File: config.mk
export PLATFORM = sky130hd
export DESIGN_NAME = atm_txn_engine_flat
export DESIGN_NICKNAME = d
export VERILOG_FILES = /design/src/rtl/atm_pkg.sv /design/src/rtl/atm_txn_engine_if.sv /design/src/rtl/atm_acct_table.sv /design/src/rtl/atm_txn_engine.sv /design/src/flat_wrapper.sv
export SDC_FILE = /design/constraint.sdc
export NUM_CORES = 1
export LEC_CHECK = 0
export CAP_MARGIN = 20
export CORE_MARGIN = 5
export CORE_UTILIZATION = 47
export CTS_BUF_LIST = sky130_fd_sc_hd__clkbuf_4 sky130_fd_sc_hd__clkbuf_8
export DETAILED_ROUTE_END_ITERATION = 16
export GPL_TIMING_DRIVEN = 0
export PLACE_DENSITY = 0.65
export SETUP_SLACK_MARGIN = 0.15
export SLEW_MARGIN = 20
export SYNTH_ARGS = -nofsm -noshare
export SYNTH_HDL_FRONTEND = slang
export SYNTH_SLANG_ARGS = --single-unit
File: constraint.sdc
create_clock -name clk -period 11.15 [get_ports clk]
set_input_delay 1.115 -clock clk [delete_from_list [all_inputs] [get_ports clk]]
set_output_delay 1.115 -clock clk [all_outputs]
set_load 0.1 [all_outputs]
File: src/rtl/atm_pkg.sv
// Shared types for the ATM transaction engine: op codes, response status codes,
// engine FSM states and the index-width helper.
package atm_pkg;

    typedef enum logic {
        OP_WITHDRAW = 1'b0,
        OP_BALANCE  = 1'b1
    } op_t;

    typedef enum logic [2:0] {
        STAT_OK       = 3'd0,
        STAT_BAD_CARD = 3'd1,
        STAT_BAD_PIN  = 3'd2,
        STAT_LOCKED   = 3'd3,
        STAT_NO_FUNDS = 3'd4,
        STAT_LIMIT    = 3'd5
    } stat_t;

    typedef enum logic [1:0] {
        S_IDLE,
        S_SEARCH,
        S_CHECK,
        S_RESP
    } state_t;

    // Wide enough for MAX_TRIES up to 7.
    localparam int CNT_W = 3;

    // Index width; a single-entry table still needs a 1-bit index port.
    function automatic int atm_clog2(input int n);
        return (n <= 2) ? 1 : $clog2(n);
    endfunction

endpackage

File: src/rtl/atm_txn_engine_if.sv
// Request/response handshake between the card front-end (master) and the
// transaction engine (slave).
interface atm_txn_engine_if #(
    parameter int CARD_W = 10,
    parameter int PIN_W  = 11,
    parameter int BAL_W  = 11
);
    import atm_pkg::*;

    logic              req_valid;
    logic              req_ready;
    op_t               req_op;
    logic [CARD_W-1:0] req_card;
    logic [PIN_W-1:0]  req_pin;
    logic [BAL_W-1:0]  req_amt;
    logic              resp_valid;
    stat_t             resp_stat;
    logic [BAL_W-1:0]  resp_bal;

    modport master (
        output req_valid, req_op, req_card, req_pin, req_amt,
        input  req_ready, resp_valid, resp_stat, resp_bal
    );

    modport slave (
        input  req_valid, req_op, req_card, req_pin, req_amt,
        output req_ready, resp_valid, resp_stat, resp_bal
    );

endinterface

File: src/rtl/atm_acct_table.sv
// Account table: card/PIN/balance storage plus valid, fail-count and lock state per entry.
// With ATM_DAILY_LIMIT_EN defined it also keeps a per-entry daily spent counter.
module atm_acct_table
    import atm_pkg::*;
#(
    parameter int  N_USERS = 8,
    parameter int  CARD_W  = 10,
    parameter int  PIN_W   = 11,
    parameter int  BAL_W   = 11,
    localparam int IDX_W   = atm_clog2(N_USERS)
) (
    input  logic              clk,
    input  logic              rst,
    input  logic              wr_en,
    input  logic              wr_cfg,
    input  logic [IDX_W-1:0]  wr_idx,
    input  logic [CARD_W-1:0] wr_card,
    input  logic [PIN_W-1:0]  wr_pin,
    input  logic [BAL_W-1:0]  wr_bal,
    input  logic [CNT_W-1:0]  wr_fails,
    input  logic              wr_lock,
`ifdef ATM_DAILY_LIMIT_EN
    input  logic              day_clr,
    input  logic [BAL_W:0]    wr_spent,
    output logic [BAL_W:0]    rd_spent,
`endif
    input  logic [IDX_W-1:0]  rd_idx,
    output logic              rd_valid,
    output logic [CARD_W-1:0] rd_card,
    output logic [PIN_W-1:0]  rd_pin,
    output logic [BAL_W-1:0]  rd_bal,
    output logic [CNT_W-1:0]  rd_fails,
    output logic              rd_lock
);

    logic [CARD_W-1:0]  card_mem [N_USERS];
    logic [PIN_W-1:0]   pin_mem  [N_USERS];
    logic [BAL_W-1:0]   bal_mem  [N_USERS];
    logic [N_USERS-1:0] valid_q;
    logic [N_USERS-1:0] lock_q;
    logic [CNT_W-1:0]   fails_q  [N_USERS];
    logic               wr_ok;

    assign wr_ok = wr_en && (int'(wr_idx) < N_USERS);

    // NOTE: data arrays carry no reset; the valid bits alone decide whether an entry is visible.
    always_ff @(posedge clk) begin
        if (wr_ok) begin
            bal_mem[wr_idx] <= wr_bal;
            if (wr_cfg) begin
                card_mem[wr_idx] <= wr_card;
                pin_mem[wr_idx]  <= wr_pin;
            end
        end
    end

    // NOTE: sequential state uses non-blocking assignments so every flop samples pre-edge values.
    always_ff @(posedge clk) begin
        if (rst) begin
            valid_q <= '0;
            lock_q  <= '0;
            for (int i = 0; i < N_USERS; i++) fails_q[i] <= '0;
        end else if (wr_ok) begin
            if (wr_cfg) begin
                valid_q[wr_idx] <= 1'b1;
                lock_q[wr_idx]  <= 1'b0;
                fails_q[wr_idx] <= '0;
            end else begin
                lock_q[wr_idx]  <= wr_lock;
                fails_q[wr_idx] <= wr_fails;
            end
        end
    end

`ifdef ATM_DAILY_LIMIT_EN
    logic [BAL_W:0] spent_q [N_USERS];

    // day_clr wins over a same-cycle spend update.
    always_ff @(posedge clk) begin
        if (rst || day_clr) begin
            for (int i = 0; i < N_USERS; i++) spent_q[i] <= '0;
        end else if (wr_ok && !wr_cfg) begin
            spent_q[wr_idx] <= wr_spent;
        end
    end

    assign rd_spent = spent_q[rd_idx];
`endif

    assign rd_valid = valid_q[rd_idx];
    assign rd_card  = card_mem[rd_idx];
    assign rd_pin   = pin_mem[rd_idx];
    assign rd_bal   = bal_mem[rd_idx];
    assign rd_fails = fails_q[rd_idx];
    assign rd_lock  = lock_q[rd_idx];

endmodule

File: src/rtl/atm_txn_engine.sv
// ATM transaction engine: scans the account table, authenticates, and serves WITHDRAW/BALANCE
// with fixed N_USERS+2 latency. Define ATM_DAILY_LIMIT_EN to build the daily withdraw cap.
module atm_txn_engine
    import atm_pkg::*;
#(
    parameter int  N_USERS   = 8,
    parameter int  CARD_W    = 10,
    parameter int  PIN_W     = 11,
    parameter int  BAL_W     = 11,
    parameter int  MAX_TRIES = 3,
    parameter int  DAY_LIMIT = 500,
    localparam int IDX_W     = atm_clog2(N_USERS)
) (
    input  logic              clk,
    input  logic              rst,
    input  logic              cfg_we,
    input  logic [IDX_W-1:0]  cfg_idx,
    input  logic [CARD_W-1:0] cfg_card,
    input  logic [PIN_W-1:0]  cfg_pin,
    input  logic [BAL_W-1:0]  cfg_bal,
    input  logic              day_clr,
    atm_txn_engine_if.slave   txn
);

    state_t            state_q, state_d;
    logic              ready_q, accept, cfg_ok;
    op_t               op_q;
    logic [CARD_W-1:0] card_q;
    logic [PIN_W-1:0]  pin_q;
    logic [BAL_W-1:0]  amt_q;
    logic [IDX_W-1:0]  scan_q, hit_q, rd_idx;
    logic              found_q;
    logic              resp_valid_q;
    stat_t             resp_stat_q;
    logic [BAL_W-1:0]  resp_bal_q;

    logic              rd_valid, rd_lock;
    logic [CARD_W-1:0] rd_card;
    logic [PIN_W-1:0]  rd_pin;
    logic [BAL_W-1:0]  rd_bal;
    logic [CNT_W-1:0]  rd_fails;

    stat_t             chk_stat;
    logic [BAL_W-1:0]  chk_bal, upd_bal;
    logic [CNT_W-1:0]  upd_fails, fails_inc;
    logic              upd_en, upd_lock;

    assign accept = txn.req_valid && ready_q;
    assign cfg_ok = cfg_we && (state_q == S_IDLE);
    assign rd_idx = (state_q == S_SEARCH) ? scan_q : hit_q;

    always_ff @(posedge clk) begin
        if (rst) state_q <= S_IDLE;
        else     state_q <= state_d;
    end

    // NOTE: assign every always_comb output a default first so no path infers a latch.
    always_comb begin
        state_d = state_q;
        unique case (state_q)
            S_IDLE:   if (accept) state_d = S_SEARCH;
            S_SEARCH: if (scan_q == IDX_W'(N_USERS - 1)) state_d = S_CHECK;
            S_CHECK:  state_d = S_RESP;
            S_RESP:   state_d = S_IDLE;
            default:  state_d = S_IDLE;
        endcase
    end

`ifdef ATM_DAILY_LIMIT_EN
    logic [BAL_W:0]   rd_spent, upd_spent;
    logic [BAL_W+1:0] spend_sum;
    assign spend_sum = {1'b0, rd_spent} + {2'b00, amt_q};
`else
    logic unused_cfg;
    assign unused_cfg = day_clr ^ (DAY_LIMIT != 0);
`endif

    // Outcome of the CHECK cycle, in priority order.
    always_comb begin
        chk_stat  = STAT_OK;
        chk_bal   = '0;
        upd_en    = 1'b0;
        upd_bal   = rd_bal;
        upd_fails = '0;
        upd_lock  = rd_lock;
        fails_inc = (rd_fails == '1) ? rd_fails : rd_fails + 1'b1;
`ifdef ATM_DAILY_LIMIT_EN
        upd_spent = rd_spent;
`endif
        if (!found_q) begin
            chk_stat = STAT_BAD_CARD;
        end else if (rd_lock) begin
            chk_stat = STAT_LOCKED;
        end else if (rd_pin != pin_q) begin
            chk_stat  = STAT_BAD_PIN;
            upd_en    = 1'b1;
            upd_fails = fails_inc;
            upd_lock  = (fails_inc >= CNT_W'(MAX_TRIES));
        end else begin
            upd_en  = 1'b1;
            chk_bal = rd_bal;
            if (op_q == OP_WITHDRAW) begin
                if (amt_q > rd_bal) begin
                    chk_stat = STAT_NO_FUNDS;
`ifdef ATM_DAILY_LIMIT_EN
                end else if (spend_sum > (BAL_W + 2)'(DAY_LIMIT)) begin
                    chk_stat = STAT_LIMIT;
                    chk_bal  = '0;
`endif
                end else begin
                    chk_bal = rd_bal - amt_q;
                    upd_bal = rd_bal - amt_q;
`ifdef ATM_DAILY_LIMIT_EN
                    upd_spent = spend_sum[BAL_W:0];
`endif
                end
            end
        end
    end

    always_ff @(posedge clk) begin
        if (rst) begin
            ready_q      <= 1'b0;
            resp_valid_q <= 1'b0;
            resp_stat_q  <= STAT_OK;
            resp_bal_q   <= '0;
            found_q      <= 1'b0;
            scan_q       <= '0;
            hit_q        <= '0;
            op_q         <= OP_WITHDRAW;
            card_q       <= '0;
            pin_q        <= '0;
            amt_q        <= '0;
        end else begin
            ready_q      <= (state_d == S_IDLE);
            resp_valid_q <= (state_q == S_RESP);
            if (accept) begin
                op_q    <= txn.req_op;
                card_q  <= txn.req_card;
                pin_q   <= txn.req_pin;
                amt_q   <= txn.req_amt;
                scan_q  <= '0;
                found_q <= 1'b0;
            end
            // Full scan every time keeps the latency independent of where the card sits.
            if (state_q == S_SEARCH) begin
                scan_q <= scan_q + 1'b1;
                if (!found_q && rd_valid && rd_card == card_q) begin
                    found_q <= 1'b1;
                    hit_q   <= scan_q;
                end
            end
            if (state_q == S_CHECK) begin
                resp_stat_q <= chk_stat;
                resp_bal_q  <= chk_bal;
            end
        end
    end

    atm_acct_table #(
        .N_USERS (N_USERS),
        .CARD_W  (CARD_W),
        .PIN_W   (PIN_W),
        .BAL_W   (BAL_W)
    ) u_table (
        .clk      (clk),
        .rst      (rst),
        .wr_en    (cfg_ok || (state_q == S_CHECK && upd_en)),
        .wr_cfg   (cfg_ok),
        .wr_idx   (cfg_ok ? cfg_idx : hit_q),
        .wr_card  (cfg_card),
        .wr_pin   (cfg_pin),
        .wr_bal   (cfg_ok ? cfg_bal : upd_bal),
        .wr_fails (upd_fails),
        .wr_lock  (upd_lock),
`ifdef ATM_DAILY_LIMIT_EN
        .day_clr  (day_clr),
        .wr_spent (upd_spent),
        .rd_spent (rd_spent),
`endif
        .rd_idx   (rd_idx),
        .rd_valid (rd_valid),
        .rd_card  (rd_card),
        .rd_pin   (rd_pin),
        .rd_bal   (rd_bal),
        .rd_fails (rd_fails),
        .rd_lock  (rd_lock)
    );

    assign txn.req_ready  = ready_q;
    assign txn.resp_valid = resp_valid_q;
    assign txn.resp_stat  = resp_stat_q;
    assign txn.resp_bal   = resp_bal_q;

endmodule

File: src/flat_wrapper.sv
// flat-port wrapper written by rule: the top's interface ports become plain ports
module atm_txn_engine_flat import atm_pkg::*;
#(
    parameter int  N_USERS   = 8,
    parameter int  CARD_W    = 10,
    parameter int  PIN_W     = 11,
    parameter int  BAL_W     = 11,
    parameter int  MAX_TRIES = 3,
    parameter int  DAY_LIMIT = 500,
    localparam int IDX_W     = atm_clog2(N_USERS)
)
  (clk, rst, cfg_we, cfg_idx, cfg_card, cfg_pin, cfg_bal, day_clr, txn_req_valid, txn_req_op, txn_req_card, txn_req_pin, txn_req_amt, txn_req_ready, txn_resp_valid, txn_resp_stat, txn_resp_bal);
  atm_txn_engine_if #(.CARD_W(CARD_W), .PIN_W(PIN_W), .BAL_W(BAL_W)) txn_i ();
  input  logic clk;
  input  logic rst;
  input  logic cfg_we;
  input  logic [IDX_W-1:0] cfg_idx;
  input  logic [CARD_W-1:0] cfg_card;
  input  logic [PIN_W-1:0] cfg_pin;
  input  logic [BAL_W-1:0] cfg_bal;
  input  logic day_clr;
  input wire logic [$bits(txn_i.req_valid)-1:0] txn_req_valid;
  input wire logic [$bits(txn_i.req_op)-1:0] txn_req_op;
  input wire logic [$bits(txn_i.req_card)-1:0] txn_req_card;
  input wire logic [$bits(txn_i.req_pin)-1:0] txn_req_pin;
  input wire logic [$bits(txn_i.req_amt)-1:0] txn_req_amt;
  output wire logic [$bits(txn_i.req_ready)-1:0] txn_req_ready;
  output wire logic [$bits(txn_i.resp_valid)-1:0] txn_resp_valid;
  output wire logic [$bits(txn_i.resp_stat)-1:0] txn_resp_stat;
  output wire logic [$bits(txn_i.resp_bal)-1:0] txn_resp_bal;
  assign txn_i.req_valid = txn_req_valid;
  assign txn_i.req_op = txn_req_op;
  assign txn_i.req_card = txn_req_card;
  assign txn_i.req_pin = txn_req_pin;
  assign txn_i.req_amt = txn_req_amt;
  assign txn_req_ready = txn_i.req_ready;
  assign txn_resp_valid = txn_i.resp_valid;
  assign txn_resp_stat = txn_i.resp_stat;
  assign txn_resp_bal = txn_i.resp_bal;
  atm_txn_engine #(.N_USERS(N_USERS), .CARD_W(CARD_W), .PIN_W(PIN_W), .BAL_W(BAL_W), .MAX_TRIES(MAX_TRIES), .DAY_LIMIT(DAY_LIMIT)) u_core (.clk(clk), .rst(rst), .cfg_we(cfg_we), .cfg_idx(cfg_idx), .cfg_card(cfg_card), .cfg_pin(cfg_pin), .cfg_bal(cfg_bal), .day_clr(day_clr), .txn(txn_i));
endmodule
# ---- Yosys cells after proc, flatten, opt, wreduce, memory -nomap -nowiden
# Memory sizes are Yosys's and may differ from the RTL's.
# Index checks and enable logic that the tools add are counted.
# W data, S select, Z words.
dict set report word_totals {
  n_memories 4
  word_cells 109
  out_inout_bits 16
  regBits 74
  ram_bits 280
  inputBits 73
}
# memory words width rd rd_ports_with_merged_regs write_ports line_no
set mem_list {}
lappend mem_list {u_core.u_table.bal_mem 8 11 1 0 1 atm_acct_table.sv:38} ;# logic [BAL_W-1:0] bal_mem [N_USERS];
lappend mem_list {u_core.u_table.pin_mem 8 11 1 0 1 atm_acct_table.sv:37} ;# logic [PIN_W-1:0] pin_mem [N_USERS];
lappend mem_list {u_core.u_table.card_mem 8 10 1 0 1 atm_acct_table.sv:36} ;# logic [CARD_W-1:0] card_mem [N_USERS];
lappend mem_list {u_core.u_table.fails_q 8 3 1 0 8 atm_acct_table.sv:41} ;# logic [CNT_W-1:0] fails_q [N_USERS];
dict set report classes {
  order_cmp 5
  n_bitwise 4
  addsub 3
  mux 58
  n_reduce_logical 14
  n_eq_ne 7
}
# cell n
set ops {}
lappend ops {{$mux W11} 9}
lappend ops {{$mux W3} 16}
lappend ops {{$mux W1} 25}
lappend ops {{$gt A11 B11 Y1} 1}
lappend ops {{$ne A11 B11 Y1} 1}
lappend ops {{$sub A11 B11 Y11} 1}
lappend ops {{$eq A10 B10 Y1} 1}
lappend ops {{$and A8 B8 Y8} 1}
lappend ops {{$bwmux W8} 1}
lappend ops {{$lt A3 B4 Y1 const B} 2}
lappend ops {{$mux W8} 1}
lappend ops {{$not A8 Y8} 1}
lappend ops {{$or A8 B8 Y8} 1}
lappend ops {{$pmux W2 S4} 1}
lappend ops {{$add A3 B1 Y3 const B} 2}
lappend ops {{$bmux W1 S3} 2}
lappend ops {{$eq A3 B3 Y1 const B} 2}
lappend ops {{$logic_and A1 B1 Y1} 6}
lappend ops {{$eq A2 B2 Y1 const B} 2}
lappend ops {{$logic_not A2 Y1} 2}
lappend ops {{$mux W2} 2}
lappend ops {{$reduce_and A2 Y1} 2}
lappend ops {{$demux W1 S3} 1}
lappend ops {{$ge A3 B1 Y1 const B} 1}
lappend ops {{7 further kinds} 7}

# ---- Logic depth before layout (Yosys ltp)
dict set report logic_depth {
  word_depth 14
  mapped_depth 22
  ltp_nobuf 16
}

# ---- Hierarchy
# Synthesis repeated with hierarchy kept, for this count alone.
dict set report hier_totals {
  cells_unflattened 967
  hier_area_um2 14971.9
}
# mod instances cells_each seq_area_each_um2 area_each_um2
set by_module_without_submodules {}
lappend by_module_without_submodules {atm_acct_table 1 534 8728.4 11568.6}
lappend by_module_without_submodules {atm_txn_engine 1 433 1161.1 3403.3}

# ---- Worst setup path before layout
# No wires, ideal clock.
dict set report synth_timing {
  kind {register -> register}
  start {register u_core.state_q[0]}
  end {memory u_core.u_table.bal_mem[0][10], data pin}
  t_arrival_ns 4.823
  setup_ns 0.283
  stages_incl_launch_ff 22
  path_buffers 6
  required_time_ns 10.867
  synth_period_minus_slack_ns 5.106
  slack_ns 6.044
  path_cell_list {dfxtp_1 > buf_6 > nor2b_4 > buf_6 > mux2_2 > buf_4 > buf_2 > buf_2 > buf_2 > mux4_2 > mux2i_1 > ha_1 > inv_1 > fa_1 > a21o_1 > a21oi_1 > o21bai_1 > a2111o_1 > a31o_2 > a21oi_1 > xor2_1 > a311oi_1}
}
dict set report synth_between {
  elab_chain_cells 10
  word_cells_on_any_way 17
  cone_classes {add/sub: 1; order compare: 1; eq/ne: 2; mux: 9; reduce/logical: 2; memory: 2}
}
# item line_no
set synth_rtl {}
lappend synth_rtl {{start: declaration} atm_txn_engine.sv:25} ;# state_t state_q, state_d;
lappend synth_rtl {{start signal: assignment} atm_txn_engine.sv:54} ;# else state_q <= state_d;
lappend synth_rtl {{$eq A2 B1 Y1} atm_txn_engine.sv:50} ;# assign rd_idx = (state_q == S_SEARCH) ? scan_q : hit_q;
lappend synth_rtl {{$mux W3} atm_txn_engine.sv:50}
lappend synth_rtl {{$mem_v2 Z8 W11} --}
lappend synth_rtl {{$sub A11 B11 Y11 / $gt A11 B11 Y1 (equally long branches)} {atm_txn_engine.sv:112, atm_txn_engine.sv:103}}
lappend synth_rtl {{$mux W11} atm_txn_engine.sv:103} ;# if (amt_q > rd_bal) begin
lappend synth_rtl {{$mux W11} atm_txn_engine.sv:102} ;# if (op_q == OP_WITHDRAW) begin
lappend synth_rtl {{$mux W11} atm_txn_engine.sv:94} ;# end else if (rd_pin != pin_q) begin
lappend synth_rtl {{$mux W11} atm_txn_engine.sv:92} ;# end else if (rd_lock) begin
lappend synth_rtl {{$mux W11} atm_txn_engine.sv:90} ;# if (!found_q) begin
lappend synth_rtl {{$mux W11 *} atm_txn_engine.sv:173} ;# .wr_bal (cfg_ok ? cfg_bal : upd_bal),
lappend synth_rtl {{net u_core.u_table.wr_bal[10]} atm_acct_table.sv:19} ;# input logic [BAL_W-1:0] wr_bal,
lappend synth_rtl {{end: declaration} atm_acct_table.sv:38}
# Mark *: on every way through the listed nets, which the timed path passes. The rest lies on a longest branch. The select of a mux whose other input is x is not followed.

# ---- Worst setup path in the final report
dict set report layout_timing {
  start {register u_core.state_q[1]}
  end {memory u_core.u_table.bal_mem[4][10], data pin}
}
# Same word-level chain as after synthesis.

==> impl_metrics.yaml <==
clocking:
  cts_root_buf: "clkbuf_8"
  postCtsSetupRepairBufs: 0
  insertion_delay_ns: 0.60
  cts_max_path_buffers: 3
  path_clk_slew_ns: 0.06
  cts.sinks: 354
  cts_max_level: 2
  cts_tree: "done"
  holdBufCountCts: 0
  numCtsBuffers: 57
  cts-resized-gates: 0
detailed_routing:
  drc_errors: 0
  drtAntennaViolNets: 0
  wl_mm: 36.1
  vias: 9514
  drt_iter0_markers: 765
  wl_per_cell_um: 21.4
  vias_per_cell: 5.63
  first_pass_iters: 5
sta:
  grt_setup_unrepaired: "false"
  setup_viol: 0
  slew_viol_final: 0
  slew_headroom: 0.275
  max_freq_mhz: 154
  fin_ws_ns: 4.67
  tightestPinTransition_ns: 1.08
  setup_tns_ns: 0
  fin_skew_ns: 0.0290
  fin_crit_sh: 0.581
  fin_crit_ns: 6.48
  finalHoldViolations: 0
grt:
  grt.total_usage: 0.200
  grt_pass1_vias: 9598
  grt_overflow_total: 0
  grt_max_degree: 17
  grt_pass1_wl_mm: 55.4
  antenna_found_initial: 1
floorplan:
  core_um2: 31600
  die_h_um: 189
  die_area_um2: 35800
  rows: 65
  die_w_um: 189
  io_pins: 89
  initial_core_util: 0.476
setup_path:
  crit_fanout: 10
  crit_path_start_kind: "flop"
  cp_num_buf_inv: 6
  end_kind: "flop"
  path_cells: "nor2b_4, buf_6, mux2_2, buf_4, buf_2, buf_2, buf_2, mux4_2, mux2i_1, ha_1, inv_1, fa_1, a21o_1, a21oi_1, o21bai_1, a2111o_1, a31o_2, a21oi_1, xor2_1, a311oi_1"
  slowest_stage: "a311oi_1"
  r2r-start: "u_core.state_q[1]"
  r2r-end: "u_core.u_table.bal_mem[4][10]"
  critical_path_arrival_ns: 6.72
  path_class: "flop to flop"
  required_ns: 11.40
  path_common_cell: "buf_2"
  critPathTopFamily: "compound AO/OA/AOI/OAI gates"
  reg2reg_slack_ns: 4.67
  ff2ff_path_depth: 20
  worst-path-stages: 20
  max_stage_delay_ns: 0.90
synth:
  synth_area_leaders: "edfxtp_1, dfxtp_1, mux4_2"
  synth.ff_latch_count: 354
  yosys_warnings: 0
  synth_top_area_cell: "edfxtp_1"
  synth-simple-area-share: 0.0932
  synth_fa_ha_area_frac: 0.0129
  postSynth.asyncResetShare: 0
  syn_area_per_cell_um2: 14.0
  syn_area_um2: 15100
  netlist.area_leader.share: 0.558
  syn_nets: 1164
  ys_top_cells_by_count: "edfxtp_1, nand2_1, mux2i_1, dfxtp_1, nor2_1"
  synth_most_common_cell: "edfxtp_1"
  synthCells: 1076
  synth.distinct_cells: 68
  yosysSeqAreaShare: 0.656
  muxShareOfSynthArea: 0.114
  synth_xor_area_frac: 0.0128
  ys.flop_type: "edfxtp_1"
  synth_top_family_by_area: "multiplexers"
  synth-compound-area-share: 0.0808
  synth-edff-count: 280
worst_hold_path:
  holdPathStages: 2
  whs_endpoint: "u_core.u_table.lock_q[7]"
  hold_path_class: "flop to flop"
  hp-start: "u_core.u_table.lock_q[7]"
power:
  vdd_drop_max_mv: 0.116
  leakage_nw: 5.93
  power.density_nw_per_um2: 157
run_status:
  status: "finished, final reports clean"
final_layout:
  fin_area_um2: 17900
  antennaDiodeCount: 0
  drive_gt1_frac: 0.169
  fillerInstances: 2540
  syn_to_final_growth_pct: 19.0
  nNetsFinal: 1330
placement:
  io_buffers: 86
  dp_hpwl_mm: 24.9
  dpl_cell_area_um2: 16800
  place_congestion: 0.851
  place_ws_ns: 4.76
run:
  maxCapViolations: 0
-- registers in the layout, summed over array words and instances (netlist names), 2 cells and up --
register / flops
u_core.txn.resp_bal: 11
u_core.card_q: 10
u_core.pin_q: 11
u_core.u_table.fails_q: 24
u_core.u_table.lock_q: 8
u_core.txn.resp_stat: 3
u_core.scan_q: 3
u_core.u_table.valid_q: 8
u_core.amt_q: 11
u_core.u_table.card_mem: 80
u_core.u_table.bal_mem: 88
u_core.state_q: 2
u_core.u_table.pin_mem: 88
u_core.hit_q: 3
-- cell usage in the layout (no fill, tap or decap), types with 5 or more instances in the layout --
cell type	count
a32o_1	6
nor3_1	27
clkbuf_1	26
a211oi_1	12
a32oi_1	13
nand3_1	7
nor2_2	11
and3_1	8
ha_1	14
nor2b_1	5
xnor2_1	15
nand2b_1	10
nand2_1	150
mux4_2	40
mux2i_1	75
nor2_4	5
clkinv_1	17
o21ai_0	21
buf_4	8
edfxtp_1	280
o32ai_2	6
nor3b_1	9
clkbuf_4	15
nor2_1	46
a22o_1	12
a311oi_1	5
buf_2	20
a21oi_1	56
xor2_1	7
clkdlybuf4s50_1	86
inv_1	34
clkinv_2	8
buf_6	14
dfxtp_1	74
clkbuf_8	57
-- cell families (layout without fill, tap and decap cells) --
logic type / after synthesis / after routing
adder cells (fa/ha/maj): 15 / 15
multiplexers: 118 / 118
buffers and inverters: 91 / 302
XOR/XNOR: 22 / 22
AO/OA/AOI/OAI: 168 / 168
AND/OR/NAND/NOR: 308 / 308
flip-flops: 354 / 354
-- worst reg2reg max path, cell delays in order, from the launching register on --
cell	delay (ns)
dfxtp_1	0.50
nor2b_4	0.07
buf_6	0.14
mux2_2	0.25
buf_4	0.23
buf_2	0.36
buf_2	0.35
buf_2	0.37
mux4_2	0.35
mux2i_1	0.36
ha_1	0.25
inv_1	0.06
fa_1	0.43
a21o_1	0.20
a21oi_1	0.21
o21bai_1	0.11
a2111o_1	0.44
a31o_2	0.25
a21oi_1	0.19
xor2_1	0.12
a311oi_1	0.90
-- per-layer routing --
layer,global-route usage,wire length (um),vias to the layer above
li1,-,-,4428
met4,0.0552,649,2
met5,0,13,-
met1,0.278,15600,4681
met2,0.326,17200,358
met3,0.0398,2600,45
-- final cells by class --
class | count | area [um^2] | area share
tap | 402 | 503 | 0.0280
buffer | 57 | 332 | 0.0185
clock inverter | 32 | 259 | 0.0144
sequential | 354 | 9890 | 0.551
timing repair buffer | 107 | 1120 | 0.0622
multi-input combinational | 631 | 4820 | 0.268
inverter | 34 | 128 | 0.00711
clock buffer | 72 | 897 | 0.0500
-- worst max path at each step --
stage / from / to / slack [ns]
floorplan: u_core.state_q[0] / u_core.u_table.bal_mem[0][10] / 6.04
global placement: cfg_we / u_core.u_table.card_mem[0][8] / 3.80
detailed placement: u_core.state_q[0] / u_core.u_table.bal_mem[7][6] / 4.76
CTS: u_core.state_q[1] / u_core.u_table.bal_mem[3][6] / 4.74
global route: u_core.state_q[1] / u_core.u_table.bal_mem[4][10] / 4.34
finish: u_core.state_q[1] / u_core.u_table.bal_mem[4][10] / 4.67
-- where the power goes --
part	internal (mW)	switching, mW	leakage, nW	total (mW)
combinational	0.0871	0.137	2.16	0.224
sequential	1.46	0.00936	3.16	1.47
clock	0.623	0.500	0.607	1.12
-- per-stage QoR --
stage / utilization / power (mW) / std cells / hold slack, ns
2_1_floorplan: - / 1.63 / 1076 / 0.431
3_3_place_gp: 0.520 / 1.71 / 1564 / 0.441
3_5_place_dp: 0.530 / 1.72 / 1585 / 0.450
4_1_cts: 0.567 / 2.84 / 1689 / 0.460
5_1_grt: 0.567 / 2.93 / 1689 / 0.478
6_report: 0.567 / 2.82 / 1689 / 0.461
Note: power is estimated with default switching activity, not from simulation.
